==> src/rtl/prog_mem_loader_pkg.sv <==
// prog_mem_loader_pkg: shared types and constants for the program memory bootloader
package prog_mem_loader_pkg;
  localparam int PMEM_ADDR_W = 10;
  localparam int PMEM_DATA_W = 18;
  localparam logic [7:0] SYNC_DEFAULT = 8'hA5;
  typedef enum logic [3:0] {
    S_IDLE, S_ADDR_HI, S_ADDR_LO, S_CNT_HI, S_CNT_LO,
    S_B0, S_B1, S_B2, S_WRITE, S_CHK, S_HOLD
  } state_e;
  function automatic logic hi_ok(input logic [7:0] b);
    return b[7:2] == 6'd0;
  endfunction
endpackage

==> src/rtl/prog_mem_loader_timeout.sv <==
// prog_mem_loader_timeout: loadable down-counter flagging too many idle cycles between bytes
module prog_mem_loader_timeout #(
  parameter int unsigned CYCLES = 1000000
) (
  input  logic clk,
  input  logic rst_n,
  input  logic load,
  input  logic en,
  output logic expired
);
  localparam int W = (CYCLES > 1) ? $clog2(CYCLES) : 1;
  logic [W-1:0] cnt_q, cnt_d;
  // reload on every accepted byte or when idle, otherwise count down to zero
  always_comb begin
    cnt_d = load ? W'(CYCLES - 1) : (en && cnt_q != '0) ? cnt_q - W'(1) : cnt_q;
  end
  // count register
  always_ff @(posedge clk or negedge rst_n) begin
    if (!rst_n) cnt_q <= W'(CYCLES - 1);
    else        cnt_q <= cnt_d;
  end
  assign expired = en && !load && cnt_q == '0;
endmodule

==> src/rtl/prog_mem_loader.sv <==
// prog_mem_loader: framed byte-stream bootloader writing 18-bit words into program memory
module prog_mem_loader
  import prog_mem_loader_pkg::*;
#(
  parameter logic [7:0]  SYNC_BYTE      = SYNC_DEFAULT,
  parameter int unsigned TIMEOUT_CYCLES = 1000000,
  parameter int unsigned HOLD_CYCLES    = 16
) (
  input  logic                   CLK,
  input  logic                   RST_N,
  input  logic [7:0]             RX_DATA,
  input  logic                   RX_VALID,
  output logic                   RX_READY,
  output logic                   MEM_WE,
  output logic [PMEM_ADDR_W-1:0] MEM_ADDR,
  output logic [PMEM_DATA_W-1:0] MEM_WDATA,
  output logic                   CPU_HOLD,
  output logic                   BUSY,
  output logic                   LOAD_DONE,
  output logic                   LOAD_ERR
);
  localparam int HW = (HOLD_CYCLES > 1) ? $clog2(HOLD_CYCLES) : 1;
  state_e                 state_q, state_d;
  logic [PMEM_ADDR_W-1:0] addr_q, addr_d, cnt_q, cnt_d, mem_addr_q, mem_addr_d;
  logic [PMEM_DATA_W-1:0] mem_wdata_q, mem_wdata_d;
  logic [7:0]             csum_q, csum_d, b1_q, b1_d;
  logic [1:0]             b0_q, b0_d;
  logic [HW-1:0]          hold_q, hold_d;
  logic rx_ready_q, rx_ready_d, mem_we_q, mem_we_d, cpu_hold_q, cpu_hold_d;
  logic busy_q, busy_d, load_done_q, load_done_d, load_err_q, load_err_d;
  logic acc, active, tmo, err;
  assign acc    = RX_VALID && rx_ready_q;
  assign active = state_q inside {S_ADDR_HI, S_ADDR_LO, S_CNT_HI, S_CNT_LO, S_B0, S_B1, S_B2, S_CHK};
  prog_mem_loader_timeout #(.CYCLES(TIMEOUT_CYCLES)) u_timeout (
    .clk(CLK), .rst_n(RST_N), .load(acc || !active), .en(active), .expired(tmo)
  );
  // frame parser: header capture, word assembly, checksum, write sequencing and hold-off
  always_comb begin
    state_d     = state_q;
    addr_d      = addr_q;
    cnt_d       = cnt_q;
    csum_d      = csum_q;
    b0_d        = b0_q;
    b1_d        = b1_q;
    hold_d      = hold_q;
    mem_addr_d  = mem_addr_q;
    mem_wdata_d = mem_wdata_q;
    cpu_hold_d  = cpu_hold_q;
    load_err_d  = load_err_q;
    load_done_d = 1'b0;
    err         = 1'b0;
    if (acc && state_q inside {S_ADDR_HI, S_ADDR_LO, S_CNT_HI, S_CNT_LO, S_B0, S_B1, S_B2})
      csum_d = csum_q + RX_DATA;
    unique case (state_q)
      S_IDLE: if (acc && RX_DATA == SYNC_BYTE) begin
        state_d    = S_ADDR_HI;
        cpu_hold_d = 1'b1;
        load_err_d = 1'b0;
        csum_d     = 8'd0;
      end
      S_ADDR_HI: if (acc) begin
        err         = !hi_ok(RX_DATA);
        addr_d[9:8] = RX_DATA[1:0];
        state_d     = S_ADDR_LO;
      end
      S_ADDR_LO: if (acc) begin
        addr_d[7:0] = RX_DATA;
        state_d     = S_CNT_HI;
      end
      S_CNT_HI: if (acc) begin
        err        = !hi_ok(RX_DATA);
        cnt_d[9:8] = RX_DATA[1:0];
        state_d    = S_CNT_LO;
      end
      S_CNT_LO: if (acc) begin
        cnt_d[7:0] = RX_DATA;
        state_d    = S_B0;
      end
      S_B0: if (acc) begin
        err     = !hi_ok(RX_DATA);
        b0_d    = RX_DATA[1:0];
        state_d = S_B1;
      end
      S_B1: if (acc) begin
        b1_d    = RX_DATA;
        state_d = S_B2;
      end
      S_B2: if (acc) begin
        mem_addr_d  = addr_q;
        mem_wdata_d = {b0_q, b1_q, RX_DATA};
        state_d     = S_WRITE;
      end
      S_WRITE: begin
        addr_d  = addr_q + 10'd1;
        cnt_d   = cnt_q - 10'd1;
        state_d = (cnt_q == '0) ? S_CHK : S_B0;
      end
      S_CHK: if (acc) begin
        err         = RX_DATA != csum_q;
        load_done_d = RX_DATA == csum_q;
        hold_d      = HW'(HOLD_CYCLES - 1);
        state_d     = S_HOLD;
      end
      S_HOLD: begin
        hold_d     = hold_q - HW'(1);
        cpu_hold_d = hold_q != '0;
        state_d    = (hold_q == '0) ? S_IDLE : S_HOLD;
      end
      default: state_d = S_IDLE;
    endcase
    if (err || tmo) begin
      state_d    = S_IDLE;
      load_err_d = 1'b1;
    end
    mem_we_d   = state_d == S_WRITE;
    rx_ready_d = !(state_d inside {S_WRITE, S_HOLD});
    busy_d     = state_d != S_IDLE;
  end
  // all state and outputs registered; reset leaves memory contents alone
  always_ff @(posedge CLK or negedge RST_N) begin
    if (!RST_N) begin
      state_q     <= S_IDLE;
      addr_q      <= '0;
      cnt_q       <= '0;
      csum_q      <= '0;
      b0_q        <= '0;
      b1_q        <= '0;
      hold_q      <= '0;
      mem_addr_q  <= '0;
      mem_wdata_q <= '0;
      rx_ready_q  <= 1'b1;
      mem_we_q    <= 1'b0;
      cpu_hold_q  <= 1'b0;
      busy_q      <= 1'b0;
      load_done_q <= 1'b0;
      load_err_q  <= 1'b0;
    end else begin
      state_q     <= state_d;
      addr_q      <= addr_d;
      cnt_q       <= cnt_d;
      csum_q      <= csum_d;
      b0_q        <= b0_d;
      b1_q        <= b1_d;
      hold_q      <= hold_d;
      mem_addr_q  <= mem_addr_d;
      mem_wdata_q <= mem_wdata_d;
      rx_ready_q  <= rx_ready_d;
      mem_we_q    <= mem_we_d;
      cpu_hold_q  <= cpu_hold_d;
      busy_q      <= busy_d;
      load_done_q <= load_done_d;
      load_err_q  <= load_err_d;
    end
  end
  assign RX_READY  = rx_ready_q;
  assign MEM_WE    = mem_we_q;
  assign MEM_ADDR  = mem_addr_q;
  assign MEM_WDATA = mem_wdata_q;
  assign CPU_HOLD  = cpu_hold_q;
  assign BUSY      = busy_q;
  assign LOAD_DONE = load_done_q;
  assign LOAD_ERR  = load_err_q;
endmodule

==> config.mk <==
export PLATFORM = sky130hd
export DESIGN_NAME = prog_mem_loader
export DESIGN_NICKNAME = d
export VERILOG_FILES = /design/src/rtl/prog_mem_loader_pkg.sv /design/src/rtl/prog_mem_loader_timeout.sv /design/src/rtl/prog_mem_loader.sv
export SDC_FILE = /design/constraint.sdc
export NUM_CORES = 1
export LEC_CHECK = 0
export CAP_MARGIN = 5
export CORE_ASPECT_RATIO = 1.4
export CORE_MARGIN = 4
export CORE_UTILIZATION = 57
export DETAILED_ROUTE_END_ITERATION = 8
export PLACE_DENSITY_LB_ADDON = 0.12
export SYNTH_ARGS = -nofsm -noshare
export SYNTH_HDL_FRONTEND = slang
export SYNTH_SLANG_ARGS = --single-unit
==> constraint.sdc <==
create_clock -name CLK -period 3 [get_ports CLK]
set_clock_uncertainty 0.15 [all_clocks]
set_input_delay 0.45 -clock CLK [delete_from_list [all_inputs] [get_ports CLK]]
set_output_delay 0.45 -clock CLK [all_outputs]
set_load 0.01 [all_outputs]
==> results.cfg <==
[status]
status = finished with violations
violations = negative hold slack

[synthesis]
synth_top_area_cell = dfrtp_1
ys_async_sr_fraction_pct = 100
ys_warn_count = 0
avgSynthCellArea_um2 = 10.3
ys_seq_area_share_pct = 49.7
synthCells = 490
synth_edf_count = 0
synth_nets = 515
ys_ff_latch = 100
yosysUniqueCellTypes = 62
synth_top_flop_cell = dfrtp_1
netlist_top_cells_area = dfrtp_1 (43%), mux2_2 (8.7%), dfstp_2 (6.7%), ha_1 (3.2%), nand2_1 (3.2%)
synthesis.area_um2 = 5070
synth_top_area_share_pct = 42.9

[global_route]
grt_pass1_wl_um = 19700
grt_util_met3_pct = 4.81
met1_usage_pct = 31.3
grt_use_met2_pct = 38.2
grt_pass1_vias = 3956
grt.overflow.total = 0
busiest_layer = met2
track_usage_pct = 23.9
grt_max_degree = 52
grt_antenna_before_repair = 0

[clocking]
cts-buffers-inserted = 9
clock_latency_ns = 0.35
clockRootBuffer = clkbuf_16
cts_hold_buf = 0
postCtsSetupBuffers = 0
htreeDepth = 3
cts_resized = 0
cts_tree = yes
path_clk_slew_ns = 0.07
cts.path.max_buffers = 2
clock_sinks = 100

[layout]
diodes = 0
nFillCells = 660
fin_cells = 655
design_area_um2 = 6020
layout_commonest_cell = dfrtp_1
fin_nets = 570
layout_common_cells = dfrtp_1 (87), nand2_1 (43), clkdlybuf4s50_1 (43)
layout-drive-gt1-share_pct = 17.6
area.growth.synth_to_final_pct = 18.8

[route]
drt_pass1_iterations = 4
dr_total_vias = 4043
wl_per_cell_um = 17.8
drtIter0Drc = 313
vias_per_cell = 6.17
routed_wl_um = 11700
ant_nets = 0
drc = 0

[place]
dp_cells = 639
place_area_um2 = 5730
place_congestion = 0.909
hpwl_um = 8160
portBuffers = 44
pre_cts_slack_ns = 0.234

[hold_path]
hold_path.class = in2async

[pwr]
peakVddDrop_mv = 0.561
cellPowerDensity_nw_per_um2 = 895
p_leak_nw = 2.54

[floorplanning]
dieArea_um2 = 10500
ios = 45
rows = 40
initial_core_util_pct = 58.9
coreArea_um2 = 8610
die_w_um = 87.7
die_y_um = 120

[sta]
fin_setup_tns_ns = 0
setup_violations = 0
relSlewSlack_pct = 52.7
hold_viol_final = 26
period_minus_slack_ns = 2.64
setup_ws_ns = 0.356
holdWs_ns = -0.0204
rsz0062_at_grt = no
max_freq_mhz = 378
maxSlewViolCount = 0
fin_crit_sh_pct = 88.1
worst_slew_pin_slew_ns = 0.703

[setup_path]
cp_data_arrival_time_ns = 2.74
worstPathRequired_ns = 3.09
end_kind = flip-flop
path_max_fanout = 7
path_cells = nor4_1 -> nand4_1 -> or2_1 -> o221ai_4 -> o21ba_1
slowest_stage = nor4_1
worstSetupStartpointType = flip-flop
critPathKind = reg2reg
critPathMaxStageDelay_ns = 0.65

[flow_run]
cap_violations = 0
## sequential cells by signal, summed over array words and instances, names as in the netlist
| signal | cells |
|---|---|
| LOAD_DONE | 1 |
| csum_q | 8 |
| addr_q | 10 |
| b0_q | 2 |
| LOAD_ERR | 1 |
| CPU_HOLD | 1 |
| b1_q | 8 |
| u_timeout.cnt_q | 20 |
| MEM_ADDR | 10 |
| state_q | 4 |
| MEM_WE | 1 |
| RX_READY | 1 |
| BUSY | 1 |
| hold_q | 4 |
| cnt_q | 10 |
| MEM_WDATA | 18 |
## through the flow
step / total power [mW] / hold slack (ns) / util (%)
after floorplan: 3.47 / 0.00441 / -
after global placement: 4.19 / 0.336 / 66.5
after detailed placement: 4.25 / 0.324 / 66.5
after CTS: 5.42 / 0.00402 / 70.0
after global routing: 5.76 / 0.0365 / 70.0
final: 5.39 / -0.0204 / 70.0
## metal layers
layer / wire length [um] / share of wire (%)
met2: 5840 / 50
met4: 318 / 2.7
met3: 496 / 4.3
met1: 5000 / 43
met5: 0 / 0
## critical path, delay by kind of cell (launching register included)
kind	cells	cell delay [ns]
AOI/OAI and AO/OA	2	0.45
DFF	1	0.41
and+or+nand+nor	3	1.53
## logic make-up after synthesis
group	count (synthesis)	share of synthesized area (%)
and+or+nand+nor	185	18.9
AOI/OAI and AO/OA	92	12.0
muxes	40	8.86
xor gates and xnor gates	23	3.97
adders and majority gates	14	3.60
DFF	100	49.7
buffers and inverters	36	2.94
## final cells by class
cell class	count	area, um^2	area share (%)
Clock inverter	5	42.5	0.706
Tap cell	105	131	2.18
Multi-Input combinational cell	354	2400	39.9
Inverter	16	60.1	0.997
Sequential cell	100	2520	41.8
Timing Repair Buffer	64	613	10.2
Clock buffer	11	253	4.20
## worst paths after layout
| kind | end | depth (start not counted) | startpoint | slack (ns) |
|---|---|---|---|---|
| max | state_q[2]$_DFF_PN0_ | 5 | u_timeout.cnt_q[11]$_DFFE_PN0P_ | 0.36 |
| min | hold_q[3]$_DFFE_PN0P_ | 1 | RST_N | -0.02 |
| max reg2reg | state_q[2]$_DFF_PN0_ | 5 | u_timeout.cnt_q[11]$_DFFE_PN0P_ | 0.36 |
| min reg2reg | cnt_q[9]$_DFFE_PN0P_ | 1 | cnt_q[9]$_DFFE_PN0P_ | 0.34 |
| max in group asynchronous | RX_READY$_DFF_PN1_ | 2 | RST_N | 2.01 |
| min in group CLK | cnt_q[9]$_DFFE_PN0P_ | 1 | cnt_q[9]$_DFFE_PN0P_ | 0.34 |
## cell usage after synthesis, drive strengths merged, types with 5 or more instances
master	number
o211ai	9
ha	13
or3	7
buf	6
o21ai	18
dfstp	13
nor2	40
nor4	7
xnor2	8
a21oi	29
or4	7
nand3	22
mux2	39
dfrtp	87
nand2	43
a31oi	5
nor3	17
xor2	15
clkbuf	14
nand4	14
inv	16
## power by group
group | leakage (nW) | total, mW | switching (mW) | internal [mW]
combinational | 1.15 | 1.96 | 0.934 | 1.03
sequential | 1.23 | 2.29 | 0.451 | 1.84
clock | 0.148 | 1.13 | 0.517 | 0.618
total | 2.54 | 5.39 | 1.90 | 3.49
Note: power is estimated with default switching activity, not from simulation.
